File: config.mk
export PLATFORM = sky130hd
export DESIGN_NAME = sr_bank_arbiter
export DESIGN_NICKNAME = d
export VERILOG_FILES = /design/src/rtl/sr_pkg.sv /design/src/rtl/rr_arbiter.sv /design/src/rtl/sr_bank_arbiter.sv
export SDC_FILE = /design/constraint.sdc
export NUM_CORES = 1
export LEC_CHECK = 0
export BUFFER_PORTS_ARGS = -buffer_cell sky130_fd_sc_hd__buf_2
export CAP_MARGIN = 10
export CORE_MARGIN = 2
export CORE_UTILIZATION = 35
export CTS_CLUSTER_SIZE = 40
export DETAILED_ROUTE_END_ITERATION = 8
export PLACE_DENSITY = 0.64
export SLEW_MARGIN = 25
export SYNTH_ARGS = -nofsm -noshare
export SYNTH_HDL_FRONTEND = slang
export SYNTH_SLANG_ARGS = --single-unit
File: constraint.sdc
create_clock -name clk -period 6.25 [get_ports clk]
set_input_delay 0.3125 -clock clk [delete_from_list [all_inputs] [get_ports clk]]
set_output_delay 0.3125 -clock clk [all_outputs]
set_load 0.02 [all_outputs]
File: src/rtl/sr_pkg.sv
// sr_pkg: shared definitions for SR-flag bank blocks.
//   CMD_*        : requester command encodings, formed as {s, r}
//   idx_in_range : true when a flag index addresses an existing flag
package sr_pkg;

    localparam logic [1:0] CMD_HOLD = 2'b00;
    localparam logic [1:0] CMD_CLR  = 2'b01;
    localparam logic [1:0] CMD_SET  = 2'b10;
    localparam logic [1:0] CMD_ILL  = 2'b11;

    function automatic logic idx_in_range(input int unsigned idx, input int unsigned nflags);
        return idx < nflags;
    endfunction

endpackage

File: src/rtl/rr_arbiter.sv
// rr_arbiter: round-robin winner selection with an internal rotating pointer.
//   clk        : clock, pointer updates on rising edge
//   rst        : synchronous active-low reset, pointer returns to 0
//   req_elig   : eligible requesters for this edge
//   gnt_onehot : combinational one-hot winner (zero when nothing is eligible)
// The winner is the first eligible index scanning ptr, ptr+1, ... wrapping.
// After a grant to w the pointer moves to w+1 (mod NREQ); otherwise it holds.
module rr_arbiter #(
    parameter int NREQ = 4
) (
    input  logic            clk,
    input  logic            rst,
    input  logic [NREQ-1:0] req_elig,
    output logic [NREQ-1:0] gnt_onehot
);

    localparam int          PTR_W = (NREQ > 1) ? $clog2(NREQ) : 1;
    localparam int unsigned N     = NREQ;

    logic [PTR_W-1:0] ptr;
    logic [PTR_W-1:0] ptr_next;
    logic [PTR_W-1:0] cand;
    int unsigned      cand_full;
    logic             found;

    always_comb begin
        gnt_onehot = '0;
        ptr_next   = ptr;
        found      = 1'b0;
        cand_full  = 0;
        cand       = '0;
        for (int unsigned off = 0; off < N; off++) begin
            cand_full = (32'(ptr) + off) % N;
            cand      = PTR_W'(cand_full);
            if (!found && req_elig[cand]) begin
                found            = 1'b1;
                gnt_onehot[cand] = 1'b1;
                ptr_next         = PTR_W'((cand_full + 1) % N);
            end
        end
    end

    always_ff @(posedge clk) begin
        if (!rst) begin
            ptr <= '0;
        end else begin
            ptr <= ptr_next;
        end
    end

endmodule

File: src/rtl/sr_bank_arbiter.sv
// sr_bank_arbiter: shares one bank of NFLAGS set/reset flags between NREQ
// requesters, applying at most one command per cycle.
//   clk   : clock
//   rst   : synchronous active-low reset
//   req   : per-requester request, held until granted
//   s, r  : per-requester set / reset bits
//   idx   : flattened flag indices, requester i at [i*IDX_W +: IDX_W]
//   gnt   : registered one-hot grant pulse
//   err   : registered pulse when the granted command is S=R=1 or idx>=NFLAGS
//   q     : flag values
//   q_bar : ~q
module sr_bank_arbiter
    import sr_pkg::*;
#(
    parameter int NREQ   = 4,
    parameter int NFLAGS = 8,
    parameter int IDX_W  = $clog2(NFLAGS)
) (
    input  logic                  clk,
    input  logic                  rst,
    input  logic [NREQ-1:0]       req,
    input  logic [NREQ-1:0]       s,
    input  logic [NREQ-1:0]       r,
    input  logic [NREQ*IDX_W-1:0] idx,
    output logic [NREQ-1:0]       gnt,
    output logic                  err,
    output logic [NFLAGS-1:0]     q,
    output logic [NFLAGS-1:0]     q_bar
);

    logic [NREQ-1:0]   elig;
    logic [NREQ-1:0]   win;
    logic              win_any;
    logic [1:0]        cmd;
    logic [IDX_W-1:0]  cmd_idx;
    logic              in_range;
    logic [NFLAGS-1:0] q_next;
    logic              err_next;

    // A requester granted in the current cycle is masked so a req that is
    // still high while gnt is visible cannot be granted twice.
    assign elig = req & ~gnt;

    rr_arbiter #(
        .NREQ(NREQ)
    ) u_arb (
        .clk       (clk),
        .rst       (rst),
        .req_elig  (elig),
        .gnt_onehot(win)
    );

    // Command mux: select the winner's {s,r} and index.
    always_comb begin
        win_any = |win;
        cmd     = CMD_HOLD;
        cmd_idx = '0;
        for (int unsigned i = 0; i < NREQ; i++) begin
            if (win[i]) begin
                cmd     = {s[i], r[i]};
                cmd_idx = idx[i*IDX_W +: IDX_W];
            end
        end
    end

    assign in_range = idx_in_range(32'(cmd_idx), NFLAGS);

    always_comb begin
        q_next   = q;
        err_next = 1'b0;
        if (win_any) begin
            if (!in_range) begin
                err_next = 1'b1;
            end else begin
                case (cmd)
                    CMD_SET: q_next[cmd_idx] = 1'b1;
                    CMD_CLR: q_next[cmd_idx] = 1'b0;
                    CMD_ILL: err_next        = 1'b1;
                    default: ;
                endcase
            end
        end
    end

    always_ff @(posedge clk) begin
        if (!rst) begin
            q   <= '0;
            gnt <= '0;
            err <= 1'b0;
        end else begin
            q   <= q_next;
            gnt <= win;
            err <= err_next;
        end
    end

    assign q_bar = ~q;

endmodule

==> impl_metrics.py, run 1 <==
metrics = {
    "layout": {
        "diodes": 0,
        "finalNonFillerCells": 254,
        "register_area_um2": 300,
        "fillers": 416,
        "drive_above_1_share_pct": 38.2,
        "multi_input_area_mm2": 0.00105,
        "syn_to_final_growth_pct": 21.3,
        "fin_nets": 240,
    },
    "synth": {
        "yosys-top-cells-area": "dfxtp_1 21%, ha_1 7.7%, mux2i_1 6.9%",
        "ys.flop_type": "dfxtp_1",
        "async_reset_ff_share_pct": 0,
        "synth.most_common_cell": "inv_1",
        "synth_area_mm2": 0.00146,
        "yosysSeqAreaShare_pct": 20.6,
        "postSynthRegisterBits": 15,
        "synthMuxAreaShare_pct": 11.5,
        "synthAdderAreaFrac_pct": 7.71,
        "netlist_top_cells_count": "18 x inv_1, 15 x dfxtp_1, 12 x nand2_1, 10 x mux2i_1, 9 x ha_1",
        "synth_nets": 193,
        "yosysTopAreaCell": "dfxtp_1",
        "synth_edf_count": 0,
        "synth.avg_cell_area_um2": 9.24,
        "synth_xor_area_share_pct": 0,
        "synthSimpleGateAreaFrac_pct": 31.3,
        "synth.top_cell.area_share_pct": 20.6,
        "synth_cell_type_count": 52,
        "yosysWarnings": 0,
        "syn_inst": 158,
        "synth_compound_area_share_pct": 21.7,
        "synth_top_family_by_area": "simple AND/OR/NAND/NOR gates",
    },
    "worst_setup_path": {
        "arrival_ns": 4.66,
        "worstSetupStartpointType": "flop",
        "slowest_stage": "a211oi_2",
        "end_kind": "flop",
        "worst-endpoint-required_ns": 6.43,
        "path_buf_inv": 2,
        "slowest_delay_ns": 0.71,
        "worstPathCellList": "inv_1 -> ha_1 -> inv_2 -> mux4_2 -> a21boi_4 -> a22o_1 -> a211oi_2 -> a21oi_1 -> mux2_2 -> ha_1 -> nand2_2 -> nor4b_2 -> mux2i_1",
        "cp_max_fo": 13,
        "crit-reg2reg-launch": "u_arb.ptr[0]",
        "crit_top_cell": "ha_1",
        "path_class": "flop to flop",
        "critical-path-top-delay-family": "compound AO/OA/AOI/OAI gates",
        "rrSetupSlack_ns": 1.77,
        "r2r_cells": 13,
    },
    "floorplanning": {
        "dieArea_mm2": 0.00470,
        "rows": 23,
        "die_h_um": 68.6,
        "core_area_mm2": 0.00400,
        "io-pin-count": 47,
        "initial_core_util_pct": 36.5,
        "fp.dieW_um": 68.6,
    },
    "power": {
        "leakagePower_nw": 0.772,
        "p_int_mw": 0.563,
        "switchingPower_mw": 0.570,
        "power.density_mw_per_mm2": 640,
        "ir_drop_mv": 0.318,
        "switching_share_pct": 50.3,
        "total_power_mw": 1.13,
        "clkPwrFrac_pct": 7.0,
        "p_seq_share_pct": 15.1,
        "p_comb_share_pct": 77.9,
    },
    "sta": {
        "hold_viol_final": 0,
        "setup_viol": 0,
        "fin_ws_ns": 1.77,
        "final_max_slew_viol_count": 0,
        "fin_tns_setup_ns": 0,
        "fmax_ghz": 0.223,
        "relSlewSlack_pct": 43.9,
        "skew_ns": 0.00455,
        "tightest_slew_ns": 0.840,
        "period_minus_slack_ns": 4.48,
        "rsz0062_at_grt": "no",
        "min_period_over_period_pct": 71.7,
    },
    "place": {
        "dp_cells": 250,
        "gp_congestion": 0.910,
        "dpl_worst_slack_ns": 1.77,
        "portBuffers": 46,
        "dp_hpwl_mm": 2.79,
    },
    "global_routing": {
        "grt_pass1_vias": 1255,
        "grt_first_pass_wirelength_mm": 5.71,
        "grt_antenna_before_repair": 0,
        "grt-ovfl-total": 0,
        "grt_start_max_net_pins": 17,
        "track_usage_pct": 15.9,
    },
    "clock_tree": {
        "cts-hold-fix-buffers": 0,
        "cts_tree": "built",
        "cts_buffer_depth": 2,
        "post_cts_buffers": 0,
        "cts_inserted_buffers": 3,
        "clkTransAtPathRegs_ns": 0.07,
        "ctsResizeCount": 0,
        "clkSinkCount": 15,
        "cts-root-buf": "clkbuf_8",
        "h-tree-depth": 1,
        "clk_latency_ns": 0.25,
    },
    "drt": {
        "drtAntennaViolNets": 0,
        "drt_iter0_markers": 76,
        "firstDrtPassIters": 4,
        "route.detailed.drc": 0,
        "wirelength_mm": 3.44,
        "vias_per_cell": 5.23,
        "wl_per_cell_um": 13.6,
        "route.vias.total": 1329,
    },
    "flow_run": {
        "maxCapViolCount": 0,
    },
    "min_path": {
        "hp-start": "rst",
        "holdPathStages": 3,
        "min_path_type": "input port to flop",
    },
    "outcome": {
        "status": "finished clean",
    },
}
worst register-to-register path: stages, from the launching register on:
cell      delay [ns]
dfxtp_1         0.54
inv_1           0.23
ha_1            0.39
inv_2           0.11
mux4_2          0.56
a21boi_4        0.19
a22o_1          0.27
a211oi_2        0.71
a21oi_1         0.13
mux2_2          0.31
ha_1            0.29
nand2_2         0.12
nor4b_2         0.34
mux2i_1         0.20
through the flow:
| stage | hold WS (ns) | area [µm²] | utilization, % |
|---|---|---|---|
| floorplan | 0.458 | 1460 | - |
| global placement | 0.460 | 1730 | 43.1 |
| detailed placement | 0.459 | 1730 | 43.1 |
| CTS | 0.449 | 1770 | 44.3 |
| global route | 0.459 | 1770 | 44.3 |
| finish | 0.447 | 1770 | 44.3 |
metal layers:
| layer | part of all wire, % | up-vias | global-route usage (%) | wire length (µm) |
|---|---|---|---|---|
| met5 | 0 | - | 0 | 0 |
| met2 | 51 | 44 | 28.4 | 1760 |
| met4 | 0.99 | 0 | 4.00 | 34 |
| met3 | 5.1 | 4 | 3.08 | 175 |
| met1 | 43 | 609 | 19.3 | 1470 |
| li1 | - | 672 | - | - |
cells in the final DEF (no fill, tap or decap), types with 3 or more instances in the layout:
cell type,count
inv_1,18
a22o_1,3
a22oi_1,4
ha_1,9
o22ai_4,3
nand2b_4,3
and4bb_1,3
nor4b_2,3
nor2_1,6
clkbuf_8,3
and2_1,3
nand4_1,4
o21ai_2,3
nor2b_1,8
dfxtp_1,15
nand2_1,12
buf_2,46
nand3_1,5
mux2i_1,10
layout make-up:
type	instances	share of cell area [%]
Multi-Input combinational cell	119	59.5
Clock inverter	1	0.282
Inverter	19	4.03
Timing Repair Buffer	47	13.4
Clock buffer	3	2.33
Tap cell	50	3.53
Sequential cell	15	16.9
logic make-up after synthesis:
logic type | count (synthesis)
DFF | 15
AOI/OAI and AO/OA | 31
and+or+nand+nor | 65
adders and majority gates | 9
buffers and inverters | 24
muxes | 14
how the worst max path moves through the flow:
stage / start / end / slack, ns / cells past startpoint
after floorplan: u_arb.ptr[0] / flop / 2.44 / 16
after detailed placement: u_arb.ptr[0] / flop / 1.77 / 13
after global routing: u_arb.ptr[0] / flop / 1.43 / 13
after CTS: u_arb.ptr[0] / flop / 1.77 / 13
final: u_arb.ptr[0] / flop / 1.77 / 13
after global placement: u_arb.ptr[0] / flop / 1.92 / 13
power by group through the flow:
stage / sequential, mW / clock, mW / combinational [mW]
detailed placement: 0.173 / 0 / 0.885
CTS: 0.172 / 0.0812 / 0.889
finish: 0.171 / 0.0792 / 0.882
floorplan: 0.202 / 0 / 0.698
global route: 0.179 / 0.0880 / 0.959
global placement: 0.174 / 0 / 0.876
No activity file was read; power rests on OpenSTA's default activity.
==> run 2: changes to the inputs <==
==> constraint.sdc (replaced) <==
create_clock -name clk -period 4.65 [get_ports clk]
set_input_delay 0.2325 -clock clk [delete_from_list [all_inputs] [get_ports clk]]
set_output_delay 0.2325 -clock clk [all_outputs]
set_load 0.02 [all_outputs]
==> run 2 against run 1 <==
Sequential share of layout area fell by 0.14 points; clock skew fell by 0.0022 ns; non-clock buffer count rose by 2; wire length barely moved; register-to-register slack got worse by 1.4 ns; utilization rose by 0.38 points; worst setup slack got worse by 1.4 ns; sequential power rose by 35%; largest cell class unchanged; largest power group unchanged.
==> impl_metrics.py, run 2 (synthesis results as in run 1) <==
metrics = {
    "worst_setup_path": {
        "rrSetupSlack_ns": 0.39,
        "arrival_ns": 4.44,
        "end_kind": "flop",
        "cp_max_fo": 13,
        "worst-endpoint-required_ns": 4.83,
        "path_class": "flop to flop",
        "worstSetupStartpointType": "flop",
    },
    "clock_tree": {
        "cts-root-buf": "clkbuf_8",
        "cts_buffer_depth": 2,
        "clkSinkCount": 15,
        "ctsResizeCount": 0,
        "cts-hold-fix-buffers": 0,
        "h-tree-depth": 1,
        "cts_inserted_buffers": 3,
        "cts_tree": "built",
        "clkTransAtPathRegs_ns": 0.07,
        "clk_latency_ns": 0.25,
        "post_cts_buffers": 0,
    },
    "global_routing": {
        "grt_first_pass_wirelength_mm": 5.62,
        "grt_antenna_before_repair": 0,
        "grt_start_max_net_pins": 17,
        "grt_pass1_vias": 1238,
        "grt-ovfl-total": 0,
        "track_usage_pct": 15.6,
    },
    "place": {
        "gp_congestion": 0.923,
        "portBuffers": 46,
        "dp_hpwl_mm": 2.76,
    },
    "drt": {
        "firstDrtPassIters": 4,
        "route.detailed.drc": 0,
        "route.vias.total": 1317,
        "vias_per_cell": 5.14,
        "wl_per_cell_um": 13.5,
        "drtAntennaViolNets": 0,
        "drt_iter0_markers": 69,
        "wirelength_mm": 3.44,
    },
    "flow_run": {
        "maxCapViolCount": 0,
    },
    "sta": {
        "fin_tns_setup_ns": 0,
        "whs_ns": 0.363,
        "period_minus_slack_ns": 4.26,
        "setup_viol": 0,
        "rsz0062_at_grt": "no",
        "min_period_over_period_pct": 91.6,
        "fmax_ghz": 0.235,
        "skew_ns": 0.00238,
        "relSlewSlack_pct": 69.9,
        "final_max_slew_viol_count": 0,
        "hold_viol_final": 0,
        "tightest_slew_ns": 0.450,
    },
    "floorplanning": {
        "core_area_mm2": 0.00400,
        "dieArea_mm2": 0.00470,
        "die_h_um": 68.6,
        "initial_core_util_pct": 36.5,
        "rows": 23,
        "fp.dieW_um": 68.6,
        "io-pin-count": 47,
    },
    "layout": {
        "most-common-layout-cells": "46 x buf_2, 18 x inv_1, 15 x dfxtp_1",
        "fin_nets": 242,
        "syn_to_final_growth_pct": 22.4,
        "layout_commonest_cell": "buf_2",
        "diodes": 0,
        "drive_above_1_share_pct": 38.8,
    },
    "power": {
        "leakagePower_nw": 0.781,
        "ir_drop_mv": 0.414,
        "power.density_mw_per_mm2": 863,
    },
    "min_path": {
        "min_path_type": "input port to flop",
    },
    "outcome": {
        "status": "finished clean",
    },
}
-- run 2: cell types whose count changed in the layout (fill, tap and decap cells not counted), sizes merged --
cell,before,now
buf,47,49
-- run 2: final cells by class --
type / instances / area (µm²)
Clock inverter: 1 / 5.00
Inverter: 19 / 71.3
Tap cell: 50 / 62.6
Clock buffer: 3 / 41.3
Sequential cell: 15 / 300
Fill cell: 391 / 2210
Multi-Input combinational cell: 119 / 1050
Timing Repair Buffer: 49 / 253
-- run 2: path summary, 6_finish.rpt --
path,from,endpoint,depth (start not counted)
worst max register to register,u_arb.ptr[0],flop,15
worst min register to register,flop,flop,2
worst max-delay path,u_arb.ptr[0],flop,15
worst min-delay path,rst,flop,3
-- run 2: worst max-delay path: stages, from the launching register on --
cell      delay [ns]
dfxtp_1         0.54
inv_1           0.23
ha_1            0.40
inv_2           0.11
mux4_2          0.56
a21boi_4        0.19
a222oi_1        0.28
and2_1          0.30
nor2_1          0.09
a22oi_1         0.15
a21oi_1         0.09
mux2_2          0.29
ha_1            0.29
nand2_2         0.12
nor4b_2         0.35
mux2i_1         0.20
-- run 2: through the flow --
stage	area (µm²)	utilization (%)	power [mW]	std cells	setup slack, ns
floorplan	1460	-	1.21	158	0.842
global placement	1740	43.5	1.43	252	0.546
detailed placement	1740	43.5	1.43	252	0.400
CTS	1790	44.7	1.55	256	0.397
global route	1790	44.7	1.67	256	0.0879
finish	1790	44.7	1.54	256	0.389
-- run 2: where the power goes --
| group | internal (mW) | leakage (nW) | switching (mW) |
|---|---|---|---|
| sequential | 0.180 | 0.122 | 0.0500 |
| clock | 0.0593 | 0.0255 | 0.0481 |
| combinational | 0.533 | 0.633 | 0.671 |
| total | 0.772 | 0.781 | 0.769 |
-- run 2: per-layer routing --
layer  global-route usage (%)  vias to the layer above  routed length [µm]
li1                         -                      675                   -
met1                     19.2                      589                1480
met2                     27.5                       46                1730
met3                     2.44                        7                 193
met4                     5.25                        0                  44
met5                        0                        -                   0
==> run 3: changes to the inputs <==
--- a/config.mk
+++ b/config.mk
@@ -5,13 +5,14 @@
 export SDC_FILE = /design/constraint.sdc
 export NUM_CORES = 1
 export LEC_CHECK = 0
+export ABC_AREA = 1
 export BUFFER_PORTS_ARGS = -buffer_cell sky130_fd_sc_hd__buf_2
 export CAP_MARGIN = 10
 export CORE_MARGIN = 2
-export CORE_UTILIZATION = 35
+export CORE_UTILIZATION = 51
 export CTS_CLUSTER_SIZE = 40
 export DETAILED_ROUTE_END_ITERATION = 8
-export PLACE_DENSITY = 0.64
+export PLACE_DENSITY = 0.85
 export SLEW_MARGIN = 25
 export SYNTH_ARGS = -nofsm -noshare
 export SYNTH_HDL_FRONTEND = slang
==> run 3 against run 2 <==
Fmax increased by 25%; final area decreased by 2.2%; first-iteration DRC count increased by 22%; largest cell class unchanged; via count increased by 14%; critical path type unchanged; highest routed layer unchanged; non-clock buffer count decreased by 3; synthesized area about the same.
==> impl_metrics.py, run 3 <==
metrics = {
    "worst_setup_path": {
        "slowest_stage": "dfxtp_1",
        "worstSetupStartpointType": "flop",
        "arrival_ns": 3.62,
        "critical-path-top-delay-family": "simple AND/OR/NAND/NOR gates",
        "path_class": "flop to flop",
        "worst-endpoint-required_ns": 4.85,
        "worstPathCellList": "inv_2 -> ha_1 -> inv_1 -> nand3_1 -> nand2_1 -> nand2_4 -> nor2_8 -> nand3_2 -> nand2_4 -> inv_2 -> nor2_1 -> nor2_1 -> a22oi_1 -> inv_1 -> ha_1 -> nand2_2 -> clkinv_2 -> nand3_2 -> inv_2 -> nand2_1 -> nor2_1 -> nor2_2",
        "slowest_delay_ns": 0.51,
        "path_buf_inv": 6,
        "cp_max_fo": 9,
        "end_kind": "flop",
    },
    "place": {
        "dp_hpwl_mm": 2.78,
        "placed_area_mm2": 0.00172,
        "gp_congestion": 0.866,
        "portBuffers": 46,
    },
    "layout": {
        "layout_commonest_cell": "buf_2",
        "syn_to_final_growth_pct": 19.6,
        "diodes": 0,
        "fin_area_mm2": 0.00175,
        "fin_nets": 298,
        "most-common-layout-cells": "46 x buf_2, 44 x nand2_1, 25 x inv_1",
        "drive_above_1_share_pct": 38.2,
    },
    "synth": {
        "yosys-top-cells-area": "dfxtp_1 21%, nand2_1 11%, nand3_2 8.9%",
        "syn_inst": 214,
        "postSynthRegisterBits": 15,
        "synth.top_cell.area_share_pct": 20.5,
        "yosysWarnings": 0,
        "ys.flop_type": "dfxtp_1",
        "synth_area_mm2": 0.00146,
        "yosysSeqAreaShare_pct": 20.5,
        "synth_edf_count": 0,
        "yosysTopAreaCell": "dfxtp_1",
        "netlist_top_cells_count": "44 x nand2_1, 25 x inv_1, 22 x nand3_1, 22 x nor2_1, 15 x dfxtp_1",
        "synth_cell_type_count": 28,
        "synth.most_common_cell": "nand2_1",
        "async_reset_ff_share_pct": 0,
        "synth_nets": 249,
        "synth.avg_cell_area_um2": 6.83,
    },
    "floorplanning": {
        "core_area_mm2": 0.00273,
        "io-pin-count": 47,
        "fp.dieW_um": 57.5,
        "die_h_um": 57.5,
        "initial_core_util_pct": 53.5,
        "dieArea_mm2": 0.00331,
        "rows": 19,
    },
    "clock_tree": {
        "cts_inserted_buffers": 3,
        "h-tree-depth": 1,
        "clk_latency_ns": 0.29,
        "ctsResizeCount": 0,
        "cts_tree": "built",
        "cts_buffer_depth": 2,
        "clkTransAtPathRegs_ns": 0.10,
        "clkSinkCount": 15,
        "cts-hold-fix-buffers": 0,
        "post_cts_buffers": 0,
        "cts-root-buf": "clkbuf_4",
    },
    "drt": {
        "wirelength_mm": 3.45,
        "wl_per_cell_um": 11.8,
        "drtAntennaViolNets": 0,
        "vias_per_cell": 5.11,
        "route.detailed.drc": 0,
        "drt_iter0_markers": 84,
        "route.vias.total": 1496,
        "firstDrtPassIters": 4,
    },
    "sta": {
        "fin_tns_setup_ns": 0,
        "skew_ns": 0.00849,
        "tightest_slew_ns": 0.309,
        "period_minus_slack_ns": 3.42,
        "hold_viol_final": 0,
        "rsz0062_at_grt": "no",
        "setup_viol": 0,
        "final_max_slew_viol_count": 0,
        "min_period_over_period_pct": 73.6,
        "fmax_ghz": 0.292,
        "relSlewSlack_pct": 79.4,
    },
    "global_routing": {
        "grt_start_max_net_pins": 13,
        "grt_first_pass_wirelength_mm": 5.60,
        "grt-ovfl-total": 0,
        "grt_pass1_vias": 1380,
        "track_usage_pct": 21.4,
        "grt_antenna_before_repair": 0,
    },
    "flow_run": {
        "maxCapViolCount": 0,
    },
    "min_path": {
        "min_path_type": "input port to flop",
    },
    "outcome": {
        "status": "finished clean",
    },
}
[run 3: worst paths after layout]
| kind | slack [ns] | cells past startpoint | to | from |
|---|---|---|---|---|
| worst min-delay path | 0.27 | 3 | flop | rst |
| worst min register to register | 0.50 | 2 | flop | flop |
| worst max register to register | 1.23 | 22 | flop | u_arb.ptr[0] |
| worst max-delay path | 1.23 | 22 | flop | u_arb.ptr[0] |
[run 3: metrics by stage]
step	setup WS [ns]	hold WS (ns)	std cells	utilization, %
finish	1.23	0.267	293	63.9
global route	0.961	0.286	293	63.9
detailed placement	1.28	0.488	289	62.9
CTS	1.24	0.265	293	63.9
floorplan	1.62	0.375	214	-
global placement	1.43	0.484	289	62.9
[run 3: logic make-up after synthesis]
group | after synthesis | synth area share (%)
simple gates | 132 | 52.7
buf+inv | 35 | 9.42
compound gates | 23 | 9.59
flops | 15 | 20.5
fa+ha+maj | 9 | 7.71
[run 3: worst reg2reg max path, delay by kind of cell, from the launching register on]
| family | cells | cell delay [ns] |
|---|---|---|
| and+or+nand+nor | 13 | 1.30 |
| buffers and inverters | 6 | 0.64 |
| adders and majority gates | 2 | 0.69 |
| DFF | 1 | 0.51 |
| AOI/OAI and AO/OA | 1 | 0.19 |
[run 3: final cells by class]
type                    instances  area (µm²)
multi-input cells             164        1020
fillers                       252         986
flip-flops and latches         15         300
repair buffers                 46         230
inverters                      33         128
well taps                      31        38.8
clock buffers                   3        22.5
clock inverters                 1        5.00
[run 3: layer usage]
layer	wire length [µm]	track usage (%)	part of all wire, %
met2	1700	38.3	49
met1	1470	25.8	43
met3	216	2.49	6.3
met4	62	8.31	1.8
met5	0	0	0
Power of run 3 is not shown: default switching activity piles up to over one toggle a cycle in this logic, so the estimate is an artifact.
